### config.mk
export PLATFORM = sky130hd
export DESIGN_NAME = pipe_skid_register
export DESIGN_NICKNAME = d
export VERILOG_FILES = /design/src/rtl/pipe_skid_register.sv
export SDC_FILE = /design/constraint.sdc
export NUM_CORES = 1
export LEC_CHECK = 0
export ABC_AREA = 0
export BUFFER_PORTS_ARGS = -buffer_cell sky130_fd_sc_hd__clkbuf_2
export CAP_MARGIN = 5
export CORE_MARGIN = 2
export CORE_UTILIZATION = 58
export CTS_CLUSTER_DIAMETER = 60
export DETAILED_ROUTE_END_ITERATION = 12
export PLACE_DENSITY = 0.84
export SYNTH_ARGS = -nofsm -noshare
export SYNTH_HDL_FRONTEND = slang
export SYNTH_SLANG_ARGS = --single-unit
export TNS_END_PERCENT = 5
### constraint.sdc
create_clock -name clk -period 5 [get_ports clk]
set_clock_uncertainty 0.1 [all_clocks]
set_input_delay 0 -clock clk [delete_from_list [all_inputs] [get_ports clk]]
set_output_delay 0 -clock clk [all_outputs]
set_load 0.02 [all_outputs]
### src/rtl/pipe_skid_register.sv
// Valid/ready pipeline stage with a two-entry skid buffer; in_ready depends only on state.
// Optional flush port enabled by defining PIPE_SKID_FLUSH_EN.
module pipe_skid_register #(
    parameter int               WIDTH       = 32,
    parameter logic [WIDTH-1:0] RESET_VALUE = '0
) (
    input  logic             clk,
    input  logic             reset,
    input  logic             in_valid,
    output logic             in_ready,
    input  logic [WIDTH-1:0] wd,
    output logic             out_valid,
    input  logic             out_ready,
    output logic [WIDTH-1:0] rd
`ifdef PIPE_SKID_FLUSH_EN
    ,
    input  logic             flush
`endif
);

    typedef enum logic [1:0] {
        EMPTY = 2'b00,
        BUSY  = 2'b01,
        FULL  = 2'b10
    } state_t;

    state_t           state;
    state_t           state_next;
    logic [WIDTH-1:0] main_q;
    logic [WIDTH-1:0] skid_q;
    logic             load_main_wd;
    logic             load_main_skid;
    logic             load_skid;
    logic             in_xfer;
    logic             out_xfer;
    logic             flush_req;

`ifdef PIPE_SKID_FLUSH_EN
    assign flush_req = flush;
`else
    assign flush_req = 1'b0;
`endif

    assign out_valid = (state != EMPTY);
    assign in_ready  = (state != FULL) & ~reset;
    assign rd        = main_q;
    assign in_xfer   = in_valid & in_ready;
    assign out_xfer  = out_valid & out_ready;

    // Flush wins over every transition and leaves both data entries untouched.
    always_comb begin
        state_next     = state;
        load_main_wd   = 1'b0;
        load_main_skid = 1'b0;
        load_skid      = 1'b0;
        if (flush_req) begin
            state_next = EMPTY;
        end else begin
            case (state)
                EMPTY: begin
                    if (in_xfer) begin
                        state_next   = BUSY;
                        load_main_wd = 1'b1;
                    end
                end
                BUSY: begin
                    if (in_xfer && !out_xfer) begin
                        state_next = FULL;
                        load_skid  = 1'b1;
                    end else if (!in_xfer && out_xfer) begin
                        state_next = EMPTY;
                    end else if (in_xfer && out_xfer) begin
                        load_main_wd = 1'b1;
                    end
                end
                FULL: begin
                    if (out_xfer) begin
                        state_next     = BUSY;
                        load_main_skid = 1'b1;
                    end
                end
                default: state_next = EMPTY;
            endcase
        end
    end

    always_ff @(posedge clk or posedge reset) begin
        if (reset) begin
            state <= EMPTY;
        end else begin
            state <= state_next;
        end
    end

    always_ff @(posedge clk or posedge reset) begin
        if (reset) begin
            main_q <= RESET_VALUE;
            skid_q <= RESET_VALUE;
        end else begin
            if (load_main_wd) begin
                main_q <= wd;
            end else if (load_main_skid) begin
                main_q <= skid_q;
            end
            if (load_skid) begin
                skid_q <= wd;
            end
        end
    end

endmodule

======== Word-level counts from Yosys, hierarchy flattened ========
Cells that the tools add are included.
operators by class
  bitwise operators ....................... 4
  muxes and demuxes ....................... 16
  reduce and logical (&&, ||, !) cells .... 9
  equal/unequal tests ..................... 6
operators with widths
  operator                                             count
  2-to-1 mux 32 bit                                    2
  2-to-1 mux 1 bit                                     8
  2-to-1 mux 2 bit                                     4
  != test 2 bit, second input constant                 3
  one-hot mux 2 bit (3 select lines)                   1
  nonzero test 2 bit                                   2
  bitwise AND 1 bit                                    3
  logical AND 1 bit                                    3
  != test 3 bit, second input constant                 1
  AND reduction 3 bit                                  1
  equality test 2 x 1 -> 1 bit, second input constant  1
  equality test 2 bit, second input constant           1
  zero test 1 bit                                      2
  zero test 2 bit                                      1
  one-hot mux 1 bit (2 select lines)                   1
  inverter 1 bit                                       1
word-level totals
  register bits ........................... 66
  logic and storage cells ................. 38

======== Logic depth before layout (Yosys ltp) ========
Gate-level depths: netlist of the first run.
  depth in word-level cells ............... 9
  gate-level depth with buffers ........... 7
  depth with buffers taken out ............ 6

======== Worst setup path before layout of the first run ========
OpenSTA, ideal clock, no wires.
  path type ............................... flip-flop to flip-flop
  from .................................... register state[1]
  to ...................................... register main_q[0], in the netlist rd[0]
  cell stages (with the launch flop) ...... 8
  required time ........................... 4.775 ns
  path buffers ............................ 1
  setup time .............................. 0.125 ns
  arrival time ............................ 1.879 ns
  path slack .............................. 2.896 ns
  clock period less this slack ............ 2.104 ns
  cell sequence ........................... dfrtp_1 > or2_2 > and2_1 > ha_1 > nand2_1 > a21o_1 > buf_6 > mux2_4
between the ends
  elaborated cells on any way between the ends .. 22
RTL lines
  element                                                  RTL line  RTL
  from (decl)                                              27        state_t state;
  from (signal assigned)                                   91        state <= state_next;
  nonzero test 2 bit (*)                                   44        assign out_valid = (state != EMPTY);
  net out_valid                                            12        output logic out_valid,
  bitwise AND 1 bit (*)                                    48        assign out_xfer = out_valid & out_ready;
  logical AND 1 bit                                        72        end else if (in_xfer && out_xfer) begin
  2-to-1 mux 1 bit                                         72
  2-to-1 mux 1 bit                                         70        end else if (!in_xfer && out_xfer) begin
  2-to-1 mux 1 bit                                         67        if (in_xfer && !out_xfer) begin
  one-hot mux 1 bit (2 select lines)                       59        case (state)
  2-to-1 mux 32 bit or nonzero test 2 bit (tied branches)  --
  to (signal assigned)                                     101       main_q <= wd;
  to (signal assigned)                                     103       main_q <= skid_q;
  to (decl)                                                29        logic [WIDTH-1:0] main_q;
Mark *: on every way through the listed nets, which the timed path passes. The rest lies on a longest branch.
A chain may end at the register's enable or synchronous reset.

======== Worst setup path after layout of the first run ========
  from .................................... register state[1]
  to ...................................... register skid_q[1]
between the ends
  word-level cells in the longest chain between the ends .. 6
  elaborated cells on any way between the ends .. 10
RTL lines
  element                                               RTL line  RTL
  != test 2 bit or nonzero test 2 bit (tied branches)   45, 44
  bitwise AND 1 bit, on equally long branches           45, 48
  bitwise AND 1 bit or zero test 1 bit (tied branches)  47, 67
  logical AND 1 bit                                     67
  2-to-1 mux 1 bit                                      67
  2-to-1 mux 1 bit (*)                                  59
  to (signal assigned)                                  106       skid_q <= wd;
  to (decl)                                             30        logic [WIDTH-1:0] skid_q;
Every way passes the cells marked *; elsewhere a longest branch is shown, timed or not.

==> results of run 1 <==
## stage by stage
stage               cells  total power [mW]  utilization [%]
floorplan             191              1.64                -
global placement      324              1.85             67.7
detailed placement    324              1.90             67.7
CTS                   374              2.41             78.7
global route          374              2.53             78.7
finish                374              2.39             78.7
## flip-flops by register name (all words and copies together), names as in the netlist
signal  count
rd         32
skid_q     32
state       2
## cell usage in the layout, fill, tap and decap left out
| cell type | synthesis | layout |
|---|---|---|
| sky130_fd_sc_hd__nand2_1 | 1 | 1 |
| sky130_fd_sc_hd__and2_1 | 1 | 1 |
| sky130_fd_sc_hd__a21o_1 | 2 | 1 |
| sky130_fd_sc_hd__a21oi_1 | 1 | 1 |
| sky130_fd_sc_hd__clkbuf_8 | 0 | 10 |
| sky130_fd_sc_hd__nand3b_1 | 2 | 2 |
| sky130_fd_sc_hd__inv_2 | 0 | 1 |
| sky130_fd_sc_hd__a21o_2 | 0 | 1 |
| sky130_fd_sc_hd__mux2_2 | 66 | 66 |
| sky130_fd_sc_hd__nor2_1 | 1 | 1 |
| sky130_fd_sc_hd__or3b_1 | 1 | 1 |
| sky130_fd_sc_hd__buf_4 | 0 | 3 |
| sky130_fd_sc_hd__clkbuf_2 | 0 | 69 |
| sky130_fd_sc_hd__nor3b_1 | 1 | 1 |
| sky130_fd_sc_hd__nand3_1 | 1 | 1 |
| sky130_fd_sc_hd__clkinv_2 | 0 | 2 |
| sky130_fd_sc_hd__bufinv_16 | 0 | 2 |
| sky130_fd_sc_hd__mux2_4 | 30 | 30 |
| sky130_fd_sc_hd__ha_1 | 2 | 2 |
| sky130_fd_sc_hd__dlygate4sd3_1 | 0 | 34 |
| sky130_fd_sc_hd__o2bb2ai_1 | 1 | 1 |
| sky130_fd_sc_hd__clkbuf_1 | 0 | 1 |
| sky130_fd_sc_hd__or2b_1 | 1 | 1 |
| sky130_fd_sc_hd__clkinvlp_4 | 0 | 1 |
| sky130_fd_sc_hd__nor2b_1 | 1 | 1 |
| sky130_fd_sc_hd__or2_2 | 1 | 1 |
| sky130_fd_sc_hd__inv_1 | 3 | 2 |
| sky130_fd_sc_hd__dfrtp_1 | 66 | 66 |
## worst max-delay path, delay by kind of cell, from the launching register on
family        cells  cell delay, ns
buf+inv           1            0.47
fa+ha+maj         1            0.23
flops             1            0.44
mux               1            0.30
simple gates      3            1.07
## synthesized netlist by cell type, drive strengths merged
cell type  instances  area share, %
and2               1           0.21
dfrtp             66             54
nor2               1           0.12
nor2b              1           0.21
nand2              1           0.12
a21oi              1           0.16
o2bb2ai            1           0.29
or3b               1           0.29
mux2              96             39
buf                9            2.1
or2                1           0.21
ha                 2           0.82
nand3              1           0.16
a21o               2           0.49
nand3b             2           0.49
nor3b              1           0.25
inv                3           0.37
or2b               1           0.25
## cell type report
type | count | area, µm² | share of cell area, %
clock buffers | 11 | 141 | 3.54
clock inverters | 5 | 77.6 | 1.94
inverters | 3 | 11.3 | 0.282
multi-input cells | 113 | 1320 | 33.0
flip-flops and latches | 66 | 1650 | 41.3
well taps | 70 | 87.6 | 2.19
repair buffers | 106 | 708 | 17.7
## per-layer routing
layer	share of wire (%)	global-route usage [%]	up-vias
li1	-	-	896
met2	51	36.2	48
met4	1.4	7.64	0
met1	44	27.5	951
met5	0	0	-
met3	3.4	4.38	10
## logic make-up after synthesis
group / share of synthesized area [%]
DFF: 54.3
AOI/OAI and AO/OA: 0.945
buffers and inverters: 2.47
muxes: 39.2
and+or+nand+nor: 2.30
adders and majority gates: 0.822
## power by group through the flow
stage | Sequential, mW | Clock [mW] | Combinational (mW)
2_1_floorplan | 1.08 | 0 | 0.556
3_3_place_gp | 0.937 | 0 | 0.910
3_5_place_dp | 0.955 | 0 | 0.945
4_1_cts | 0.947 | 0.496 | 0.969
5_1_grt | 0.977 | 0.524 | 1.02
6_report | 0.946 | 0.490 | 0.958
## repair_timing
action | CTS | global route
endpoints found under the hold margin | 132 | 0
hold buffers | 34 | 0
buffers inserted | 0 | 0
## worst paths after layout
path                                             start  cells after the start  slack, ns                     end
max in group asynchronous                        reset                      4       3.90      rd[16]$_DFFE_PP0P_
worst min-delay path                          in_valid                      4       0.08    state[0]$_DFFE_PP0P_
worst max register to register    state[1]$_DFFE_PP0P_                      6       2.28   skid_q[1]$_DFFE_PP0P_
worst max-delay path              state[1]$_DFFE_PP0P_                      6       2.28   skid_q[1]$_DFFE_PP0P_
min in group asynchronous                        reset                      4       0.39  skid_q[23]$_DFFE_PP0P_
worst min register to register  skid_q[18]$_DFFE_PP0P_                      1       0.40  skid_q[18]$_DFFE_PP0P_
==> impl_results.html, run 1 <==
<table>
<tr><th>Metric</th><th>Value</th></tr>
<tr><th colspan="2">Drt</th></tr>
<tr><td>Wirelength, routed</td><td>5800 µm</td></tr>
<tr><td>Post-route ant nets</td><td>0</td></tr>
<tr><td>Remaining routing DRC violations</td><td>0</td></tr>
<tr><td>Initial DRC count</td><td>126</td></tr>
<tr><td>Length of the first detailed-routing pass in iterations</td><td>4</td></tr>
<tr><td>Post-detailed-route via-to-cell ratio</td><td>roughly 5</td></tr>
<tr><td>Wire per inst</td><td>15.5 µm</td></tr>
<tr><td>Total via count in the routed design</td><td>1905</td></tr>
<tr><th colspan="2">Run</th></tr>
<tr><td>Max-cap violations</td><td>0</td></tr>
<tr><th colspan="2">Critical path</th></tr>
<tr><td>Worst Path Max Fanout</td><td>17</td></tr>
<tr><td>Required arrival time at the worst endpoint</td><td>5.11 ns</td></tr>
<tr><td>Slowest Stage Delay on Critical Path</td><td>approximately 0.56 ns</td></tr>
<tr><td>Endpoint type of the worst setup path</td><td>flop</td></tr>
<tr><td>Worst EP arrival</td><td>around 2.8 ns</td></tr>
<tr><td>Cells along the critical path</td><td>nor2b_1, nor3b_1, ha_1, nand3b_1, buf_4, mux2_2</td></tr>
<tr><td>Setup Crit Path Kind</td><td>flop to flop</td></tr>
<tr><td>Worst path slowest cell</td><td>sky130_fd_sc_hd__nand3b_1</td></tr>
<tr><td>Crit path launch type</td><td>flop</td></tr>
<tr><th colspan="2">STA</th></tr>
<tr><td>Final sum of negative setup slack</td><td>0 ns</td></tr>
<tr><td>Highest clock frequency the design can meet</td><td>0.367 GHz</td></tr>
<tr><td>Worst Slack Setup Final</td><td>2.28 ns</td></tr>
<tr><td>Slew @ Worst Pin</td><td>~1.1 ns</td></tr>
<tr><td>Worst hold slack across all endpoints</td><td>0.0842 ns</td></tr>
<tr><td>Final setup viols</td><td>0</td></tr>
<tr><td>Max-slew violations</td><td>0</td></tr>
<tr><td>Final number of hold-violating endpoints</td><td>0</td></tr>
<tr><td>Tmin final</td><td>2.72 ns</td></tr>
<tr><td>Final period utilization</td><td>54.4%</td></tr>
<tr><td>RSZ-0062 raised after global routing</td><td>false</td></tr>
<tr><td>Slew HR</td><td>approximately 29%</td></tr>
<tr><th colspan="2">Clocking</th></tr>
<tr><td>Clock-pin slew of the registers on the worst-case setup and hold paths</td><td>0.07 ns</td></tr>
<tr><td>Clock tree from TritonCTS</td><td>yes</td></tr>
<tr><td>Clock latency on the worst-skew pair</td><td>approximately 0.33 ns</td></tr>
<tr><td>Cells resized by post-CTS repair</td><td>0</td></tr>
<tr><td>Number of clock sinks seen by CTS</td><td>66</td></tr>
<tr><td>TritonCTS Buffers</td><td>9</td></tr>
<tr><td>Max clock buf depth</td><td>2</td></tr>
<tr><td>Clock root buffer</td><td>sky130_fd_sc_hd__clkbuf_8</td></tr>
<tr><td>Clock H-tree levels</td><td>3</td></tr>
<tr><th colspan="2">Place</th></tr>
<tr><td>Detail Placement HPWL</td><td>3690 µm</td></tr>
<tr><td>Setup WS pre-CTS</td><td>2.22 ns</td></tr>
<tr><td>Number of buffers added on ports</td><td>between 60 and 70</td></tr>
<tr><td>RD Place Congestion</td><td>about 0.75</td></tr>
<tr><td>Placed standard-cell area</td><td>between 3000 and 4000 µm²</td></tr>
<tr><th colspan="2">Finish</th></tr>
<tr><td>Area growth, synth to finish</td><td>31.3%</td></tr>
<tr><td>Area of all placed cells without fillers</td><td>approximately 4000 µm²</td></tr>
<tr><td>Antenna fix cells</td><td>0</td></tr>
<tr><td>Number of filler instances in the final layout</td><td>308</td></tr>
<tr><td>Share of cells above drive strength 1</td><td>between 60 and 70%</td></tr>
<tr><td>Nets</td><td>337</td></tr>
<tr><th colspan="2">Floorplan</th></tr>
<tr><td>Die width</td><td>76.4 µm</td></tr>
<tr><td>Effective utilization at floorplan</td><td>between 50 and 60%</td></tr>
<tr><td>Floorplan die area</td><td>5840 µm²</td></tr>
<tr><td>Number of rows created at floorplan</td><td>26</td></tr>
<tr><td>Number of top-level pins</td><td>70</td></tr>
<tr><td>Die height</td><td>76.4 µm</td></tr>
<tr><td>Area inside the core boundary</td><td>about 5000 µm²</td></tr>
<tr><th colspan="2">Power and ir drop</th></tr>
<tr><td>Fraction of power consumed by sequential logic</td><td>39.5%</td></tr>
<tr><td>Peak supply drop</td><td>0.000392 V</td></tr>
<tr><td>Cell Int Power</td><td>~1.6 mW</td></tr>
<tr><td>Combinational group share of total power</td><td>40.0%</td></tr>
<tr><td>Leakage power figure</td><td>1.98 nW</td></tr>
<tr><td>Power per standard cell area</td><td>599 nW/µm²</td></tr>
<tr><td>Sw power</td><td>0.759 mW</td></tr>
<tr><td>Proportion of power drawn by the clock network</td><td>20.5%</td></tr>
<tr><td>Proportion of total power due to net switching</td><td>31.7%</td></tr>
<tr><th colspan="2">Global routing</th></tr>
<tr><td>Global-route wire length before repair</td><td>9880 µm</td></tr>
<tr><td>Number of antenna violations at the first check in global routing</td><td>0</td></tr>
<tr><td>Vias in the first global route</td><td>2051</td></tr>
<tr><td>Remaining global-route overflow</td><td>0</td></tr>
<tr><td>GRT Total Usage</td><td>21.4%</td></tr>
<tr><td>Pin count of the biggest net entering global routing</td><td>67</td></tr>
<tr><th colspan="2">Synthesis</th></tr>
<tr><td>Net Count, Synth</td><td>229</td></tr>
<tr><td>Flip-flop and latch count after synthesis</td><td>66</td></tr>
<tr><td>Cell count after synthesis</td><td>about 190</td></tr>
<tr><td>Avg Synthesized Cell Area</td><td>approximately 16 µm²</td></tr>
<tr><td>Post-synthesis instance area</td><td>3040 µm²</td></tr>
<tr><td>Yosys Warn Count</td><td>0</td></tr>
<tr><td>Register area share after synthesis</td><td>54.3%</td></tr>
<tr><td>Count of cell types in the netlist</td><td>20</td></tr>
<tr><th colspan="2">Status</th></tr>
<tr><td>Run status</td><td>finished, final reports clean</td></tr>
<tr><th colspan="2">Min path</th></tr>
<tr><td>Type of the worst min-delay path</td><td>primary input to flop</td></tr>
</table>
Note: power is estimated with default switching activity, not from simulation.
==> run 2: changes to the inputs <==
--- a/config.mk
+++ b/config.mk
@@ -9,10 +9,10 @@
 export BUFFER_PORTS_ARGS = -buffer_cell sky130_fd_sc_hd__clkbuf_2
 export CAP_MARGIN = 5
 export CORE_MARGIN = 2
-export CORE_UTILIZATION = 58
+export CORE_UTILIZATION = 48
 export CTS_CLUSTER_DIAMETER = 60
 export DETAILED_ROUTE_END_ITERATION = 12
-export PLACE_DENSITY = 0.84
+export PLACE_DENSITY = 0.74
 export SYNTH_ARGS = -nofsm -noshare
 export SYNTH_HDL_FRONTEND = slang
 export SYNTH_SLANG_ARGS = --single-unit
==> constraint.sdc (replaced) <==
create_clock -name clk -period 2.5 [get_ports clk]
set_clock_uncertainty 0.1 [all_clocks]
set_input_delay 0 -clock clk [delete_from_list [all_inputs] [get_ports clk]]
set_output_delay 0 -clock clk [all_outputs]
set_load 0.02 [all_outputs]
==> impl_results.html, run 2 (synthesis gave the netlist of run 1 again) <==
<table>
<tr><th>Metric</th><th>Value</th></tr>
<tr><th colspan="2">Power and ir drop</th></tr>
<tr><td>Leakage power figure</td><td>1.97 nW (about the same)</td></tr>
<tr><td>Power per standard cell area</td><td>1130 nW/µm² (+89%)</td></tr>
<tr><td>Peak supply drop</td><td>0.000560 V (+43%)</td></tr>
<tr><td>Total power</td><td>4.53 mW (+89%)</td></tr>
<tr><th colspan="2">Critical path</th></tr>
<tr><td>Endpoint type of the worst setup path</td><td>flop</td></tr>
<tr><td>Worst path slowest cell</td><td>sky130_fd_sc_hd__dfrtp_1</td></tr>
<tr><td>Worst path buffer plus inverter count</td><td>1 (unchanged)</td></tr>
<tr><td>Crit path launch type</td><td>flop</td></tr>
<tr><td>Slowest Stage Delay on Critical Path</td><td>0.44 ns (-0.12 ns)</td></tr>
<tr><td>Cells along the critical path</td><td>nor2b_1, nor3b_1, ha_1, nand2_1, a21o_2, buf_12, mux2_4</td></tr>
<tr><td>Worst EP arrival</td><td>2.27 ns (-0.56 ns)</td></tr>
<tr><td>Required arrival time at the worst endpoint</td><td>2.62 ns (-2.49 ns)</td></tr>
<tr><td>Setup Crit Path Kind</td><td>flop to flop</td></tr>
<tr><td>Worst Path Max Fanout</td><td>32 (+15)</td></tr>
<tr><td>CP top delay family</td><td>simple AND/OR/NAND/NOR gates</td></tr>
<tr><th colspan="2">Clocking</th></tr>
<tr><td>Clock tree from TritonCTS</td><td>yes</td></tr>
<tr><td>Cells resized by post-CTS repair</td><td>0 (unchanged)</td></tr>
<tr><td>Clock latency on the worst-skew pair</td><td>0.33 ns (about the same)</td></tr>
<tr><td>Max clock buf depth</td><td>2 (unchanged)</td></tr>
<tr><td>Clock root buffer</td><td>sky130_fd_sc_hd__clkbuf_8</td></tr>
<tr><td>Number of clock sinks seen by CTS</td><td>66 (unchanged)</td></tr>
<tr><td>TritonCTS Buffers</td><td>9 (unchanged)</td></tr>
<tr><td>Clock-pin slew of the registers on the worst-case setup and hold paths</td><td>0.07 ns (about the same)</td></tr>
<tr><td>Clock H-tree levels</td><td>3 (unchanged)</td></tr>
<tr><th colspan="2">STA</th></tr>
<tr><td>Final setup viols</td><td>0 (unchanged)</td></tr>
<tr><td>Tmin final</td><td>2.15 ns (-0.571 ns)</td></tr>
<tr><td>Slew @ Worst Pin</td><td>0.354 ns (-0.717 ns)</td></tr>
<tr><td>Slew HR</td><td>76.4% (+48 points)</td></tr>
<tr><td>Final period utilization</td><td>86.0% (+32 points)</td></tr>
<tr><td>Final sum of negative setup slack</td><td>0 ns (unchanged)</td></tr>
<tr><td>Worst hold slack across all endpoints</td><td>0.0758 ns (-0.00847 ns)</td></tr>
<tr><td>Final number of hold-violating endpoints</td><td>0 (unchanged)</td></tr>
<tr><td>Highest clock frequency the design can meet</td><td>0.465 GHz (+27%)</td></tr>
<tr><td>Max-slew violations</td><td>0 (unchanged)</td></tr>
<tr><td>RSZ-0062 raised after global routing</td><td>false</td></tr>
<tr><th colspan="2">Global routing</th></tr>
<tr><td>Vias in the first global route</td><td>1954 (-4.7%)</td></tr>
<tr><td>Pin count of the biggest net entering global routing</td><td>67 (unchanged)</td></tr>
<tr><td>Remaining global-route overflow</td><td>0 (unchanged)</td></tr>
<tr><td>Global-route wire length before repair</td><td>9400 µm (-4.9%)</td></tr>
<tr><td>Number of antenna violations at the first check in global routing</td><td>0 (unchanged)</td></tr>
<tr><td>GRT Total Usage</td><td>17.1% (-4.3 points)</td></tr>
<tr><th colspan="2">Finish</th></tr>
<tr><td>Nets</td><td>339 (+0.59%)</td></tr>
<tr><td>Number of filler instances in the final layout</td><td>473 (+54%)</td></tr>
<tr><td>Antenna fix cells</td><td>0 (unchanged)</td></tr>
<tr><td>Area growth, synth to finish</td><td>31.1%</td></tr>
<tr><td>Top library cells by usage in the layout, fill and taps aside</td><td>69 x sky130_fd_sc_hd__clkbuf_2, 66 x sky130_fd_sc_hd__mux2_2, 66 x sky130_fd_sc_hd__dfrtp_1, 34 x sky130_fd_sc_hd__dlygate4sd3_1, 30 x sky130_fd_sc_hd__mux2_4</td></tr>
<tr><td>Area used by sequential logic in the layout</td><td>1650 µm² (unchanged)</td></tr>
<tr><td>Share of cells above drive strength 1</td><td>61.0% (-0.20 points)</td></tr>
<tr><td>Footprint of the multi-input gates</td><td>1320 µm² (unchanged)</td></tr>
<tr><td>Leading cell type in the layout, fill and taps excluded</td><td>sky130_fd_sc_hd__clkbuf_2</td></tr>
<tr><th colspan="2">Drt</th></tr>
<tr><td>Remaining routing DRC violations</td><td>0 (unchanged)</td></tr>
<tr><td>Post-route ant nets</td><td>0 (unchanged)</td></tr>
<tr><td>Length of the first detailed-routing pass in iterations</td><td>4 (unchanged)</td></tr>
<tr><td>Wirelength, routed</td><td>5660 µm (-2.4%)</td></tr>
<tr><td>Initial DRC count</td><td>66 (-48%)</td></tr>
<tr><td>Wire per inst</td><td>14.8 µm (-4.5%)</td></tr>
<tr><td>Post-detailed-route via-to-cell ratio</td><td>4.90 (-3.7%)</td></tr>
<tr><td>Total via count in the routed design</td><td>1873 (-1.7%)</td></tr>
<tr><th colspan="2">Run</th></tr>
<tr><td>Max-cap violations</td><td>0 (unchanged)</td></tr>
<tr><th colspan="2">Floorplan</th></tr>
<tr><td>Floorplan die area</td><td>6990 µm² (+20%)</td></tr>
<tr><td>Area inside the core boundary</td><td>6240 µm² (+23%)</td></tr>
<tr><td>Die width</td><td>83.6 µm (+9.4%)</td></tr>
<tr><td>Die height</td><td>83.6 µm (+9.4%)</td></tr>
<tr><td>Number of top-level pins</td><td>70 (unchanged)</td></tr>
<tr><td>Number of rows created at floorplan</td><td>29 (+12%)</td></tr>
<tr><td>Effective utilization at floorplan</td><td>48.8% (-11 points)</td></tr>
<tr><th colspan="2">Place</th></tr>
<tr><td>RD Place Congestion</td><td>0.736 (-2.0%)</td></tr>
<tr><td>Detail Placement HPWL</td><td>3440 µm (-6.9%)</td></tr>
<tr><td>Number of buffers added on ports</td><td>69 (unchanged)</td></tr>
<tr><th colspan="2">Min path</th></tr>
<tr><td>Type of the worst min-delay path</td><td>primary input to flop</td></tr>
<tr><th colspan="2">Status</th></tr>
<tr><td>Run status</td><td>finished, final reports clean</td></tr>
</table>
run 2: cell count changes in the layout (fill, tap and decap cells not counted), sizes merged:
cell	change
bufinv	-2
clkinvlp	-1
clkinv	+2
buf	+2
run 2: what timing repair did:
item / in CTS / in global routing
endpoints found under the hold margin: 132 / 0
hold buffers: 34 / 0
setup buffers: 0 / 0
endpoints found under the setup margin: 0 / 0
run 2: final timing paths:
| check | from | slack (ns) | endpoint | cells after the start |
|---|---|---|---|---|
| max in group asynchronous | reset | 1.81 | skid_q[1]$_DFFE_PP0P_ | 4 |
| setup reg to reg | state[1]$_DFFE_PP0P_ | 0.35 | rd[16]$_DFFE_PP0P_ | 7 |
| min in group asynchronous | reset | 0.20 | skid_q[7]$_DFFE_PP0P_ | 4 |
| hold / removal | in_valid | 0.08 | state[0]$_DFFE_PP0P_ | 4 |
| setup / recovery | state[1]$_DFFE_PP0P_ | 0.35 | rd[16]$_DFFE_PP0P_ | 7 |
| hold reg to reg | skid_q[16]$_DFFE_PP0P_ | 0.40 | skid_q[16]$_DFFE_PP0P_ | 1 |
run 2: area by class of cell:
type | count | share of cell area, %
sequential | 66 | 41.4
multi-input combinational | 113 | 33.1
timing repair buffer | 108 | 19.1
clock buffer | 11 | 3.29
tap | 77 | 2.41
clock inverter | 4 | 0.502
inverter | 3 | 0.282
run 2: through the flow:
stage                     setup slack [ns]  std cells  utilization [%]  cell area, µm²
after floorplan                      0.396        191                -            3040
after global placement               0.383        333             56.1            3500
after detailed placement             0.352        333             56.1            3500
after CTS                            0.337        382             63.9            3990
after global routing                 0.228        382             63.9            3990
final                                0.350        382             63.9            3990
run 2: report_power, final:
part / total (mW) / switching [mW] / internal [mW]
Clock: 0.736 / 0.388 / 0.348
Combinational: 1.91 / 0.818 / 1.09
Sequential: 1.88 / 0.275 / 1.61
Total: 4.53 / 1.48 / 3.05
run 2: worst register-to-register path, cell delays in order, from the launching register on:
cell and delay (ns):
sky130_fd_sc_hd__dfrtp_1 0.44, sky130_fd_sc_hd__nor2b_1 0.19, sky130_fd_sc_hd__nor3b_1 0.30, sky130_fd_sc_hd__ha_1 0.20
sky130_fd_sc_hd__nand2_1 0.05, sky130_fd_sc_hd__a21o_2 0.23, sky130_fd_sc_hd__buf_12 0.20, sky130_fd_sc_hd__mux2_4 0.32
run 2: routing by layer:
layer | global-route usage, % | part of all wire, %
met4 | 7.04 | 1.7
met1 | 22.1 | 46
met3 | 3.96 | 3.9
met2 | 27.8 | 49
met5 | 0 | 0
==> run 3: changes to the inputs <==
--- a/config.mk
+++ b/config.mk
@@ -9,10 +9,11 @@
 export BUFFER_PORTS_ARGS = -buffer_cell sky130_fd_sc_hd__clkbuf_2
 export CAP_MARGIN = 5
 export CORE_MARGIN = 2
-export CORE_UTILIZATION = 48
+export CORE_UTILIZATION = 58
 export CTS_CLUSTER_DIAMETER = 60
 export DETAILED_ROUTE_END_ITERATION = 12
-export PLACE_DENSITY = 0.74
+export PLACE_DENSITY_LB_ADDON = 0.08
+export RECOVER_POWER = 50
 export SYNTH_ARGS = -nofsm -noshare
 export SYNTH_HDL_FRONTEND = slang
 export SYNTH_SLANG_ARGS = --single-unit
==> constraint.sdc (replaced) <==
create_clock -name clk -period 2.74 [get_ports clk]
set_clock_uncertainty 0.1 [all_clocks]
set_input_delay 0 -clock clk [delete_from_list [all_inputs] [get_ports clk]]
set_output_delay 0 -clock clk [all_outputs]
set_load 0.02 [all_outputs]
==> impl_results.html, run 3 (synthesis gave the netlist of run 1 again) <==
<table>
<tr><th>Metric</th><th>Value</th></tr>
<tr><th colspan="2">Status</th></tr>
<tr><td>Run status</td><td>finished, final reports clean</td></tr>
<tr><th colspan="2">Clocking</th></tr>
<tr><td>Clock tree from TritonCTS</td><td>yes</td></tr>
<tr><td>Clock-pin slew of the registers on the worst-case setup and hold paths</td><td>0.07 ns (about the same)</td></tr>
<tr><td>Max clock buf depth</td><td>2 (unchanged)</td></tr>
<tr><td>Number of setup buffers added after CTS</td><td>0 (unchanged)</td></tr>
<tr><td>Clock H-tree levels</td><td>3 (unchanged)</td></tr>
<tr><td>TritonCTS Buffers</td><td>9 (unchanged)</td></tr>
<tr><td>Clock root buffer</td><td>sky130_fd_sc_hd__clkbuf_8</td></tr>
<tr><td>Clock latency on the worst-skew pair</td><td>0.33 ns (about the same)</td></tr>
<tr><td>Number of clock sinks seen by CTS</td><td>66 (unchanged)</td></tr>
<tr><th colspan="2">Floorplan</th></tr>
<tr><td>Number of rows created at floorplan</td><td>26 (-10%)</td></tr>
<tr><td>Number of top-level pins</td><td>70 (unchanged)</td></tr>
<tr><td>Floorplan die area</td><td>5840 µm² (-16%)</td></tr>
<tr><td>Effective utilization at floorplan</td><td>60.0% (+11 points)</td></tr>
<tr><td>Die width</td><td>76.4 µm (-8.6%)</td></tr>
<tr><td>Area inside the core boundary</td><td>5070 µm² (-19%)</td></tr>
<tr><td>Die height</td><td>76.4 µm (-8.6%)</td></tr>
<tr><th colspan="2">Critical path</th></tr>
<tr><td>Worst setup path end</td><td>skid_q[29]$_DFFE_PP0P_</td></tr>
<tr><td>Worst Path Max Fanout</td><td>13 (-59%)</td></tr>
<tr><td>CP startpoint</td><td>state[1]$_DFFE_PP0P_</td></tr>
<tr><td>Beginning of the worst register-to-register path</td><td>state[1]$_DFFE_PP0P_</td></tr>
<tr><td>Register-to-Register Setup Slack</td><td>0.39 ns (+0.04 ns)</td></tr>
<tr><td>Worst EP arrival</td><td>2.46 ns (+0.19 ns)</td></tr>
<tr><td>Crit path launch type</td><td>flop</td></tr>
<tr><td>Setup Crit Path Kind</td><td>flop to flop</td></tr>
<tr><td>Reg2Reg Capture Point</td><td>skid_q[29]$_DFFE_PP0P_</td></tr>
<tr><td>R2r worst-path depth</td><td>6 (-1)</td></tr>
<tr><td>Endpoint type of the worst setup path</td><td>flop</td></tr>
<tr><td>Required arrival time at the worst endpoint</td><td>2.85 ns (+0.23 ns)</td></tr>
<tr><th colspan="2">STA</th></tr>
<tr><td>Worst Slack Setup Final</td><td>0.394 ns (+0.0439 ns)</td></tr>
<tr><td>RSZ-0062 raised after global routing</td><td>false</td></tr>
<tr><td>Final setup viols</td><td>0 (unchanged)</td></tr>
<tr><td>Final number of hold-violating endpoints</td><td>0 (unchanged)</td></tr>
<tr><td>Max-slew violations</td><td>0 (unchanged)</td></tr>
<tr><td>Tmin final</td><td>2.35 ns (+0.196 ns)</td></tr>
<tr><td>Final period utilization</td><td>85.6% (-0.38 points)</td></tr>
<tr><td>Final sum of negative setup slack</td><td>0 ns (unchanged)</td></tr>
<tr><td>Slew @ Worst Pin</td><td>1.44 ns (+1.08 ns)</td></tr>
<tr><td>Slew HR</td><td>3.98% (-72 points)</td></tr>
<tr><td>Highest clock frequency the design can meet</td><td>0.426 GHz (-8.4%)</td></tr>
<tr><th colspan="2">Global routing</th></tr>
<tr><td>GRT Max-Usage Layer</td><td>met2</td></tr>
<tr><td>Number of antenna violations at the first check in global routing</td><td>0 (unchanged)</td></tr>
<tr><td>Vias in the first global route</td><td>1966 (+0.61%)</td></tr>
<tr><td>Global-route wire length before repair</td><td>9430 µm (+0.37%)</td></tr>
<tr><td>Met1 capacity usage during global routing</td><td>26.4% (+4.2 points)</td></tr>
<tr><td>GRT Total Usage</td><td>21.0% (+3.9 points)</td></tr>
<tr><td>Remaining global-route overflow</td><td>0 (unchanged)</td></tr>
<tr><td>Global routing met2 resource utilization</td><td>35.3% (+7.5 points)</td></tr>
<tr><td>Pin count of the biggest net entering global routing</td><td>40 (-40%)</td></tr>
<tr><td>Met3 demand-to-capacity share in global routing</td><td>4.27% (+0.31 points)</td></tr>
<tr><th colspan="2">Finish</th></tr>
<tr><td>Share of cells above drive strength 1</td><td>49.2% (-12 points)</td></tr>
<tr><td>Antenna fix cells</td><td>0 (unchanged)</td></tr>
<tr><td>Top library cells by usage in the layout, fill and taps aside</td><td>66 x sky130_fd_sc_hd__mux2_2, 66 x sky130_fd_sc_hd__dfrtp_1, 38 x sky130_fd_sc_hd__clkbuf_1, 36 x sky130_fd_sc_hd__clkbuf_2, 34 x sky130_fd_sc_hd__dlygate4sd3_1</td></tr>
<tr><td>Nets</td><td>340 (+0.29%)</td></tr>
<tr><td>Area growth, synth to finish</td><td>30.5%</td></tr>
<tr><th colspan="2">Place</th></tr>
<tr><td>Setup WS pre-CTS</td><td>0.388 ns (+0.0364 ns)</td></tr>
<tr><td>Number of buffers added on ports</td><td>69 (unchanged)</td></tr>
<tr><td>RD Place Congestion</td><td>0.749 (+1.8%)</td></tr>
<tr><td>Detail Placement HPWL</td><td>3640 µm (+5.7%)</td></tr>
<tr><th colspan="2">Drt</th></tr>
<tr><td>Post-route ant nets</td><td>0 (unchanged)</td></tr>
<tr><td>Total via count in the routed design</td><td>1904 (+1.7%)</td></tr>
<tr><td>Wirelength, routed</td><td>5660 µm (unchanged)</td></tr>
<tr><td>Initial DRC count</td><td>64 (-3.0%)</td></tr>
<tr><td>Post-detailed-route via-to-cell ratio</td><td>5.05 (+3.0%)</td></tr>
<tr><td>Length of the first detailed-routing pass in iterations</td><td>4 (unchanged)</td></tr>
<tr><td>Remaining routing DRC violations</td><td>0 (unchanged)</td></tr>
<tr><td>Wire per inst</td><td>15.0 µm (+1.3%)</td></tr>
<tr><th colspan="2">Power and ir drop</th></tr>
<tr><td>Peak supply drop</td><td>0.000759 V (+36%)</td></tr>
<tr><td>Leakage power figure</td><td>1.89 nW (-4.4%)</td></tr>
<tr><td>Power per standard cell area</td><td>1060 nW/µm² (-6.5%)</td></tr>
<tr><th colspan="2">Min path</th></tr>
<tr><td>Type of the worst min-delay path</td><td>primary input to flop</td></tr>
<tr><td>Hold Startpoint</td><td>in_valid</td></tr>
<tr><th colspan="2">Run</th></tr>
<tr><td>Max-cap violations</td><td>0 (unchanged)</td></tr>
</table>
==> run 3: cell types whose count changed in the layout (fill, tap and decap cells not counted) <==
cell and change:
sky130_fd_sc_hd__clkbuf_8 +2, sky130_fd_sc_hd__inv_1 +1, sky130_fd_sc_hd__clkbuf_2 -33, sky130_fd_sc_hd__buf_12 -1, sky130_fd_sc_hd__clkinv_2 -3, sky130_fd_sc_hd__inv_2 -1
sky130_fd_sc_hd__clkbuf_1 +36, sky130_fd_sc_hd__bufinv_16 +1
==> run 3: final cells by class <==
type / count / area, µm²
inverters: 3 / 11.3
fillers: 333 / 1100
well taps: 70 / 87.6
clock inverters: 2 / 35.0
repair buffers: 109 / 707
multi-input cells: 113 / 1320
clock buffers: 14 / 163
flip-flops and latches: 66 / 1650
==> run 3: worst min-delay path by stage <==
stage                            to  slack [ns]  cells past startpoint
6_report       state[0]$_DFFE_PP0P_        0.07                      4
5_1_grt        state[0]$_DFFE_PP0P_        0.11                      4
4_1_cts        state[0]$_DFFE_PP0P_        0.06                      4
3_5_place_dp   state[0]$_DFFE_PP0P_        0.12                      2
3_3_place_gp   state[0]$_DFFE_PP0P_        0.13                      2
2_1_floorplan              in_ready       -0.02                      1
==> run 3: timing repair <==
item / 4_1_cts / 5_1_grt
resized for setup: 0 / 0
hold endpoints to repair: 103 / 0
hold buffers: 34 / 0
==> run 3: through the flow <==
| step | util [%] | area [µm²] | hold WS, ns | total power [mW] | instances |
|---|---|---|---|---|---|
| after floorplan | - | 3040 | -0.0202 | 2.99 | 191 |
| after global placement | 68.7 | 3480 | 0.132 | 3.38 | 327 |
| after detailed placement | 68.7 | 3480 | 0.124 | 3.45 | 327 |
| after CTS | 79.3 | 4020 | 0.0586 | 4.31 | 377 |
| after global routing | 78.3 | 3970 | 0.106 | 4.47 | 377 |
| final | 78.3 | 3970 | 0.0745 | 4.21 | 377 |
==> run 3: worst max-delay path: stages (launching register included) <==
cell and delay (ns):
sky130_fd_sc_hd__dfrtp_1 0.44, sky130_fd_sc_hd__nor2b_1 0.20, sky130_fd_sc_hd__nor3b_1 0.33, sky130_fd_sc_hd__ha_1 0.23, sky130_fd_sc_hd__nand3b_1 0.31, sky130_fd_sc_hd__buf_4 0.33
sky130_fd_sc_hd__mux2_2 0.29
==> run 3: power by group <==
| part | switching, mW | total (mW) | internal [mW] |
|---|---|---|---|
| logic | 0.761 | 1.69 | 0.929 |
| registers | 0.250 | 1.72 | 1.46 |
| clock network | 0.340 | 0.810 | 0.470 |
==> run 3: layer usage <==
metal	wire length (µm)	part of all wire, %
met2	2830	50
met1	2530	45
met3	209	3.7
met5	0	0
met4	93	1.6
